`src/rtl/arb_n_rr.sv`:
```
// arb_n_rr: N-way arbiter with fixed-priority or round-robin selection and
// an optional grant lock. Grant, grant_valid and grant_id are registered and
// appear one cycle after the request they answer.
module arb_n_rr #(
  parameter int N    = 4,
  parameter int MODE = 1,
  parameter int LOCK = 0
) (
  input  logic                 clk,
  input  logic                 rst,
  input  logic [N-1:0]         request,
  output logic [N-1:0]         grant,
  output logic                 grant_valid,
  output logic [$clog2(N)-1:0] grant_id
);

  localparam int IW = $clog2(N);
  localparam logic [N-1:0] ONE = {{(N-1){1'b0}}, 1'b1};

  logic [IW-1:0] ptr;
  logic [N-1:0]  hi_mask;
  logic [N-1:0]  masked;
  logic [N-1:0]  search;
  logic [N-1:0]  pick;
  logic [IW-1:0] pick_id;
  logic [IW-1:0] next_ptr;
  logic          any_req;
  logic          hold;

  // Winner selection: look only at requests at or above ptr first, falling
  // back to the whole vector when none are there, which gives the wrap.
  // Fixed priority simply uses an all-ones mask so bit 0 always wins.
  always_comb begin
    hi_mask = '1;
    if (MODE == 1) hi_mask = ~((ONE << ptr) - ONE);
    masked = request & hi_mask;
    search = (|masked) ? masked : request;
    pick   = search & (~search + ONE);
  end

  // Encode the one-hot winner into its index; stays 0 when nothing is picked.
  always_comb begin
    pick_id = '0;
    for (int i = 0; i < N; i++) begin
      if (pick[i]) pick_id = IW'(i);
    end
  end

  assign any_req  = |request;
  assign next_ptr = (pick_id == IW'(N - 1)) ? '0 : pick_id + IW'(1);
  assign hold     = (LOCK != 0) && (|(grant & request));

  // Register the grant; a locked holder keeps it untouched, otherwise
  // re-arbitrate and move the round-robin pointer past the new winner.
  always_ff @(posedge clk) begin
    if (rst) begin
      grant       <= '0;
      grant_valid <= 1'b0;
      grant_id    <= '0;
      ptr         <= '0;
    end else if (!hold) begin
      grant       <= pick;
      grant_valid <= any_req;
      grant_id    <= pick_id;
      if ((MODE == 1) && any_req) ptr <= next_ptr;
    end
  end

endmodule

```
`config.mk`:
```
export PLATFORM = sky130hd
export DESIGN_NAME = arb_n_rr
export DESIGN_NICKNAME = d
export VERILOG_FILES = /design/src/rtl/arb_n_rr.sv
export SDC_FILE = /design/constraint.sdc
export NUM_CORES = 1
export LEC_CHECK = 0
export CORE_AREA = 4 4 41 43
export CTS_CLUSTER_SIZE = 25
export DETAILED_ROUTE_END_ITERATION = 10
export DIE_AREA = 0 0 45 47
export GPL_TIMING_DRIVEN = 0
export PLACE_DENSITY = 0.59
export SLEW_MARGIN = 0
export SYNTH_ARGS = -nofsm -noshare
export SYNTH_HDL_FRONTEND = slang
export SYNTH_SLANG_ARGS = --single-unit
```
`constraint.sdc`:
```
create_clock -name clk -period 3.58 [get_ports clk]
set_input_delay 0.716 -clock clk [delete_from_list [all_inputs] [get_ports clk]]
set_output_delay 0.716 -clock clk [all_outputs]
set_load 0.03 [all_outputs]
```
======== Word level (Yosys, flattened, before mapping) ========
Cells that the tools add are included.
storage, ports and cells
  bits in registers ....................... 9
  input port bits ......................... 6
  output and inout bits ................... 7
  logic and storage cells ................. 20
cells by class
  $add $sub $neg .......................... 3
  eq/ne operators ......................... 1
  shift-type cells ........................ 1
  mux-type cells .......................... 5
  bitwise gates (word level) .............. 4
  reductions and logical operators ........ 2
operator list
  cell                                               number
  AND 4 bit                                          2
  NOT 4 bit                                          2
  OR reduction 4 bit                                 2
  two-way mux 2 bit                                  3
  adder 4 x 1 -> 4 bit (second input constant)       1
  two-way mux 4 bit                                  1
  << shifter 1 x 2 -> 4 bit (first input constant)   1
  subtractor 4 x 1 -> 4 bit (second input constant)  1
  adder 2 x 1 -> 2 bit (second input constant)       1
  == test 2 bit (second input constant)              1
  two-way mux 1 bit                                  1

======== Longest topological paths before layout ========
Gate-level depths: netlist of the first run.
  word-level depth ........................ 14
  mapped depth ............................ 4
  gate-level depth less buffers ........... 3

======== Worst setup path before layout of the first run ========
OpenSTA, ideal clock, no wires.
  path type ............................... input to register
  from .................................... input port request[2]
  to ...................................... register grant[3]
  setup time .............................. 0.103 ns
  arrival ................................. 1.579 ns
  data required time ...................... 3.477 ns
  path slack .............................. 1.897 ns
  stages .................................. 4
  path buffers ............................ 1
  cell sequence ........................... buf_2 o21ai_1 a221o_1 a2111oi_2
between the ends
  cells in the longest elaborated chain, start to end .. 6
ends and longest elaborated chain
  what                   line  source
  start, declared        11    input logic [N-1:0] request,
  AND 4 bit              36    masked = request & hi_mask;
  OR reduction 4 bit     37    search = (|masked) ? masked : request;
  two-way mux 4 bit (*)  37
  NOT 4 bit              38    pick = search & (~search + ONE);
  adder 4 x 1 -> 4 bit   38
  AND 4 bit (*)          38
  end signal, assigned   62    grant <= pick;
  end, declared          12    output logic [N-1:0] grant,
Mark *: on every way between the ends. The rest lies on a longest branch, timed or not.
A chain may end at the register's enable or synchronous reset.

======== Worst setup path after layout of the first run ========
  from .................................... input port request[1]
  to ...................................... register grant[3]
Same word-level chain as after synthesis.

==> reports/results.ini, run 1 <==
[run_status]
status = complete, no violations

[power_and_ir_drop]
leakage_nw = 0.2172
p_per_area_nw_per_um2 = 449.1
fin_total_pwr_mw = 0.2445
peakVddDrop_mv = 0.1866

[routing]
initialDrtViolationCount = 8
drtAntennaViolNets = 0
first_pass_iters = 4
wl_per_cell_um = 11.32
wl_um = 804
drc = 0
avgViaCountPerCell = 5.197
dr_total_vias = 369

[floorplanning]
die-area_um2 = 2115
fp.dieH_um = 47
rows = 13
core_area_um2 = 1301
ioPinCount = 13
initial_core_util_pct = 30.67
die_w_um = 45

[yosys]
synth_area_leaders = dfxtp_1 45%, a211oi_1 5.6%, nor2b_1 4.7%, buf_2 3.8%, a2111oi_2 3.8%
synthAdderAreaFrac_pct = 0
synthXorXnorAreaFrac_pct = 0
syn-cell-area_um2 = 399.1
synth_flop_cell = dfxtp_1
synth_top_family_by_area = compound AO/OA/AOI/OAI gates
synth_most_common_cell = dfxtp_1
synth_compound_area_share_pct = 29.47
synth.top_cell.area_share_pct = 45.14
synth_top_area_cell = dfxtp_1
synth_common_cells = 9 x dfxtp_1, 3 x a211oi_1, 3 x buf_2, 3 x nor2_1, 3 x nor2b_1
ys_seq_area_share_pct = 45.14
ys_types = 22
synth_mux_area_share_pct = 0
synthesis.nets = 48
ys_warn_count = 0
synth_area_per_cell_um2 = 9.503
ys_ff_latch = 9
synthSimpleGateAreaFrac_pct = 19.75
synthCells = 42
synth_edf_count = 0
ys_async_sr_fraction_pct = 0

[cts]
cts.sinks = 9
cts_htree_levels = 1
clock_latency_ns = 0.26
post_cts_buffers = 0
root_buffer = clkbuf_4
cts.repair.resized = 0
clockBufferDepth = 2
cts_tree = yes
cts_made_buffers = 3
ctsHoldBuffers = 0
clk_pin_slew_ns = 0.06

[final_layout]
register_area_um2 = 180.2
fill_cells = 148
areaGrowthSynthToFinish_pct = 36.36
fin_nets = 63
fin_cells = 71
drive_gt1_share_pct = 14.29
design_area_um2 = 544.3
multi_input_area_um2 = 196.4
finish.utilization_pct = 41.83
diodes = 0

[sta]
rsz0062_at_grt = false
clock_skew_ns = 0.001931
fmax_ghz = 0.5024
timing.setup.tns_ns = 0
whs_ns = 0.6398
tightest_slew_ns = 0.3754
period_needed_ns = 1.990
period_share_pct = 55.60
slew-limit-headroom_pct = 74.74
slew_viol_final = 0
hold_viol = 0
setup_viol_count_final = 0
setup_ws_ns = 1.590

[placement]
post-dp-hpwl_um = 592.5
postPlaceCellArea_um2 = 518.0
place_inst = 67
port_buffers = 10
gp_congestion = 0.8366
dp_slack_ns = 1.337

[worst_setup_path]
crit_required_ns = 3.74
end_kind = flip-flop
crit_fanout = 8
crit_type = in2reg
r2r_start = ptr[1]$_SDFFE_PP0P_
regToRegEndpoint = grant[3]$_SDFF_PP0_
reg2reg_depth = 4
crit_start = request[1]
critical_path_arrival_ns = 2.15
rrSetupSlack_ns = 2.21
crit_path_start_kind = input pin

[global_route]
grt_pass1_vias = 331
antenna_found_initial = 0
grt_pass1_wl_um = 1414
grtUsageTotal_pct = 9.573
grt_max_degree = 10
grt_overflow = 0

[hold_path]
min_delay_worst_endpoint = ptr[0]$_SDFFE_PP0P_
worstHoldStart = ptr[0]$_SDFFE_PP0P_
holdPathStages = 3
hold_path.class = reg2reg

[run]
cap_violations = 0

[power breakdown]
group	total (mW)	switching, mW	internal (mW)
clock network	0.0759	0.0331	0.0428
registers	0.112	0.00391	0.108
logic	0.0566	0.0321	0.0245
[state kept, by name (all words and copies together), names as in the netlist]
| signal | count |
|---|---|
| grant_id | 2 |
| grant_valid | 1 |
| ptr | 2 |
| grant | 4 |
[how the worst max path moves through the flow]
stage                           to  slack, ns
4_1_cts        grant[3]$_SDFF_PP0_       1.61
3_3_place_gp   grant[3]$_SDFF_PP0_       1.32
2_1_floorplan  grant[3]$_SDFF_PP0_       1.90
5_1_grt        grant[3]$_SDFF_PP0_       1.55
3_5_place_dp   grant[3]$_SDFF_PP0_       1.34
6_report       grant[3]$_SDFF_PP0_       1.59
[cells in the final DEF (no fill, tap or decap)]
| cell type | synthesis | routed |
|---|---|---|
| nor2b_1 | 3 | 3 |
| nand3_1 | 1 | 1 |
| inv_1 | 2 | 2 |
| nor2_1 | 3 | 3 |
| clkbuf_4 | 0 | 3 |
| nand2_1 | 2 | 2 |
| a21o_1 | 2 | 2 |
| a22oi_1 | 1 | 1 |
| clkdlybuf4s50_1 | 0 | 10 |
| nand2b_1 | 1 | 1 |
| a31oi_1 | 1 | 1 |
| and3b_1 | 1 | 1 |
| a2111oi_2 | 1 | 1 |
| a221o_1 | 1 | 1 |
| buf_2 | 3 | 3 |
| and4b_1 | 1 | 1 |
| nor4_1 | 1 | 1 |
| clkbuf_1 | 0 | 1 |
| o21ai_1 | 2 | 2 |
| a21boi_0 | 1 | 1 |
| o22a_1 | 1 | 1 |
| nor3_1 | 1 | 1 |
| o2bb2ai_2 | 1 | 1 |
| a211oi_1 | 3 | 3 |
| dfxtp_1 | 9 | 9 |
[cells by family after synthesis]
logic type,Yosys count
buffers and inverters,5
AND/OR/NAND/NOR,14
AO/OA/AOI/OAI,14
flip-flops,9
[layout make-up]
type / instances / share of cell area [%]
buffer: 3 / 2.759
sequential: 9 / 33.10
timing repair buffer: 10 / 18.39
multi-input combinational: 28 / 36.09
clock buffer: 4 / 4.828
inverter: 2 / 1.379
tap: 15 / 3.448
[critical path, stage by stage]
cell,delay [ns]
clkdlybuf4s50_1,0.65
o2bb2ai_2,0.11
a221o_1,0.39
a2111oi_2,0.27
[metal layers]
metal / part of all wire (%) / vias to the layer above / track usage [%]
met5: 0 / - / 0
met4: 5.2 / 0 / 10.53
met2: 40 / 12 / 13.56
met3: 5.2 / 5 / 1.533
met1: 50 / 169 / 11.64
li1: - / 183 / -
Power figures use the tool's default switching activity.
==> run 2, diff against run 1 <==
--- a/config.mk
+++ b/config.mk
@@ -10,7 +10,7 @@
 export DETAILED_ROUTE_END_ITERATION = 10
 export DIE_AREA = 0 0 45 47
 export GPL_TIMING_DRIVEN = 0
-export PLACE_DENSITY = 0.59
+export PLACE_DENSITY = 0.61
 export SLEW_MARGIN = 0
 export SYNTH_ARGS = -nofsm -noshare
 export SYNTH_HDL_FRONTEND = slang
==> constraint.sdc (replaced) <==
create_clock -name clk -period 1.6 [get_ports clk]
set_input_delay 0.32 -clock clk [delete_from_list [all_inputs] [get_ports clk]]
set_output_delay 0.32 -clock clk [all_outputs]
set_load 0.03 [all_outputs]
==> run 2 against run 1 <==
Worst setup slack got worse by 1.5 ns. Clock power grew 130%. Cell area grew 0.69%. Critical endpoint is now grant[3]. Clock-buffer cell count shrank 1.
==> reports/results.ini, run 2 (synthesis results as in run 1) <==
[worst_setup_path]
crit_required_ns = 1.28  ; was 3.74 ns
cp_num_buf_inv = 1  ; unchanged
cpLargestDelayFamily = buffers and inverters  ; was compound AO/OA/AOI/OAI gates
crit_path_start_kind = flip-flop  ; was input pin
critical_path_arrival_ns = 1.24  ; was 2.15 ns
end_kind = output pin  ; was flip-flop
crit_type = reg2out  ; was in2reg
critPathSlowestCell = clkdlybuf4s50_1  ; unchanged
worstPathCellList = clkdlybuf4s50_1  ; was clkdlybuf4s50_1 -> o2bb2ai_2 -> a221o_1 -> a2111oi_2
crit_fanout = 1  ; was 8
cp_slowest_stage_delay_ns = 0.66  ; was 0.65 ns

[final_layout]
largest_reg_flops = 4  ; unchanged
finish.utilization_pct = 42.12  ; was 41.83%
reg_top3 = grant: 4 flops, grant_id: 2 flops, ptr: 2 flops  ; unchanged
register_area_um2 = 180.2  ; unchanged
design_area_um2 = 548.0  ; was 544.3 um2
diodes = 0  ; unchanged
fill_cells = 144  ; was 148
multi_input_area_um2 = 196.4  ; unchanged
drive_gt1_share_pct = 16.07  ; was 14.29%
top_register = grant  ; unchanged
fin_cells = 71  ; unchanged
areaGrowthSynthToFinish_pct = 37.30  ; was 36.36%
fin_nets = 63  ; unchanged
final_cell_mix = 9 x dfxtp_1, 9 x clkdlybuf4s50_1  ; was 10 x clkdlybuf4s50_1, 9 x dfxtp_1

[global_route]
grtUsageMet3_pct = 2.299  ; was 1.533%
grtUsageMet1_pct = 9.195  ; was 11.64%
grt_pass1_vias = 341  ; was 331
grt_max_degree = 10  ; unchanged
grt_util_met2_pct = 15.54  ; was 13.56%
grt_overflow = 0  ; unchanged
grt-busiest-layer = met2  ; unchanged
antenna_found_initial = 0  ; unchanged
grt_pass1_wl_um = 1352  ; was 1414 um
grtUsageTotal_pct = 8.961  ; was 9.573%

[placement]
postPlaceCellArea_um2 = 518.0  ; unchanged
post-dp-hpwl_um = 650.4  ; was 592.5 um
port_buffers = 10  ; unchanged
place_inst = 67  ; unchanged
gp_congestion = 0.8255  ; was 0.8366

[cts]
cts.sinks = 9  ; unchanged
cts_htree_levels = 1  ; unchanged
cts_tree = yes  ; unchanged
root_buffer = clkbuf_4  ; unchanged
clock_latency_ns = 0.26  ; about the same
post_cts_buffers = 0  ; unchanged
cts_made_buffers = 3  ; unchanged
clk_pin_slew_ns = 0.06  ; about the same
clockBufferDepth = 2  ; unchanged

[floorplanning]
fp.dieH_um = 47  ; unchanged
die_w_um = 45  ; unchanged
ioPinCount = 13  ; unchanged
initial_core_util_pct = 30.67  ; unchanged
core_area_um2 = 1301  ; unchanged
die-area_um2 = 2115  ; unchanged
rows = 13  ; unchanged

[routing]
drtAntennaViolNets = 0  ; unchanged
drc = 0  ; unchanged
wl_um = 826  ; was 804 um
initialDrtViolationCount = 3  ; was 8
avgViaCountPerCell = 5.127  ; was 5.197
dr_total_vias = 364  ; was 369
first_pass_iters = 4  ; unchanged
wl_per_cell_um = 11.63  ; was 11.32 um

[sta]
period_needed_ns = 1.557
hold_viol = 0  ; unchanged
slew-limit-headroom_pct = 74.18  ; was 74.74%
slew_viol_final = 0  ; unchanged
rsz0062_at_grt = false  ; unchanged
whs_ns = 0.3651  ; was 0.6398 ns
clock_skew_ns = 0.003139  ; was 0.001931 ns
tightest_slew_ns = 0.3837  ; was 0.3754 ns
fmax_ghz = 0.6424
period_share_pct = 97.30
setup_viol_count_final = 0  ; unchanged

[run_status]
status = complete, no violations  ; unchanged

[run]
cap_violations = 0  ; unchanged

[power_and_ir_drop]
peakVddDrop_mv = 0.3160  ; was 0.1866 mV
leakage_nw = 0.2291  ; was 0.2172 nW
fin_total_pwr_mw = 0.5483  ; was 0.2445 mW
p_per_area_nw_per_um2 = 1000  ; was 449.1 nW/um2

[hold_path]
hold_path.class = in2reg  ; was reg2reg

-- run 2: cell types whose count changed in the layout (fill, tap and decap cells not counted) --
cell / previous run / this run
clkbuf_1: 1 / 0
dlymetal6s2s_1: 0 / 1
clkdlybuf4s50_1: 10 / 9
clkinv_2: 0 / 1
-- run 2: routing by layer --
layer | wire length [um] | vias up
met3 | 58 | 2
met2 | 417 | 14
met5 | 0 | -
met4 | 8 | 0
li1 | - | 186
met1 | 341 | 162
-- run 2: worst paths after layout --
path | slack [ns] | depth (start not counted) | start | end
max reg2reg | 0.23 | 4 | ptr[1]$_SDFFE_PP0P_ | grant[3]$_SDFF_PP0_
min reg2reg | 0.62 | 3 | ptr[0]$_SDFFE_PP0P_ | ptr[0]$_SDFFE_PP0P_
min | 0.37 | 3 | request[2] | grant[2]$_SDFF_PP0_
max | 0.04 | 1 | grant[3]$_SDFF_PP0_ | grant[3]
-- run 2: stage by stage --
step	worst slack, ns	TNS, ns
floorplan	0.3134	0
global placement	-0.2647	-0.9206
detailed placement	-0.2817	-1.027
CTS	0.001961	0
global route	0.01175	0
finish	0.04325	0
-- run 2: power by group --
part / internal [mW] / switching (mW) / total, mW
clock: 0.0921 / 0.0796 / 0.172
sequential: 0.242 / 0.00820 / 0.250
combinational: 0.0545 / 0.0722 / 0.127
total: 0.388 / 0.160 / 0.548
-- run 2: cell type report --
type,count,share of cell area [%]
buffer,3,2.740
clock buffer,3,4.110
clock inverter,1,0.9132
inverter,2,1.370
multi-input combinational,28,35.84
sequential,9,32.88
tap,15,3.425
timing repair buffer,10,18.72
-- run 2: repair_timing --
item                                    CTS  global route
endpoints found under the setup margin    0             2
hold buffers                              0             0
gates resized for setup                   0             1
-- run 2: worst min-delay path: stages --
cell	delay (ns)
buf_2	0.15
nand2_1	0.07
a211oi_1	0.04
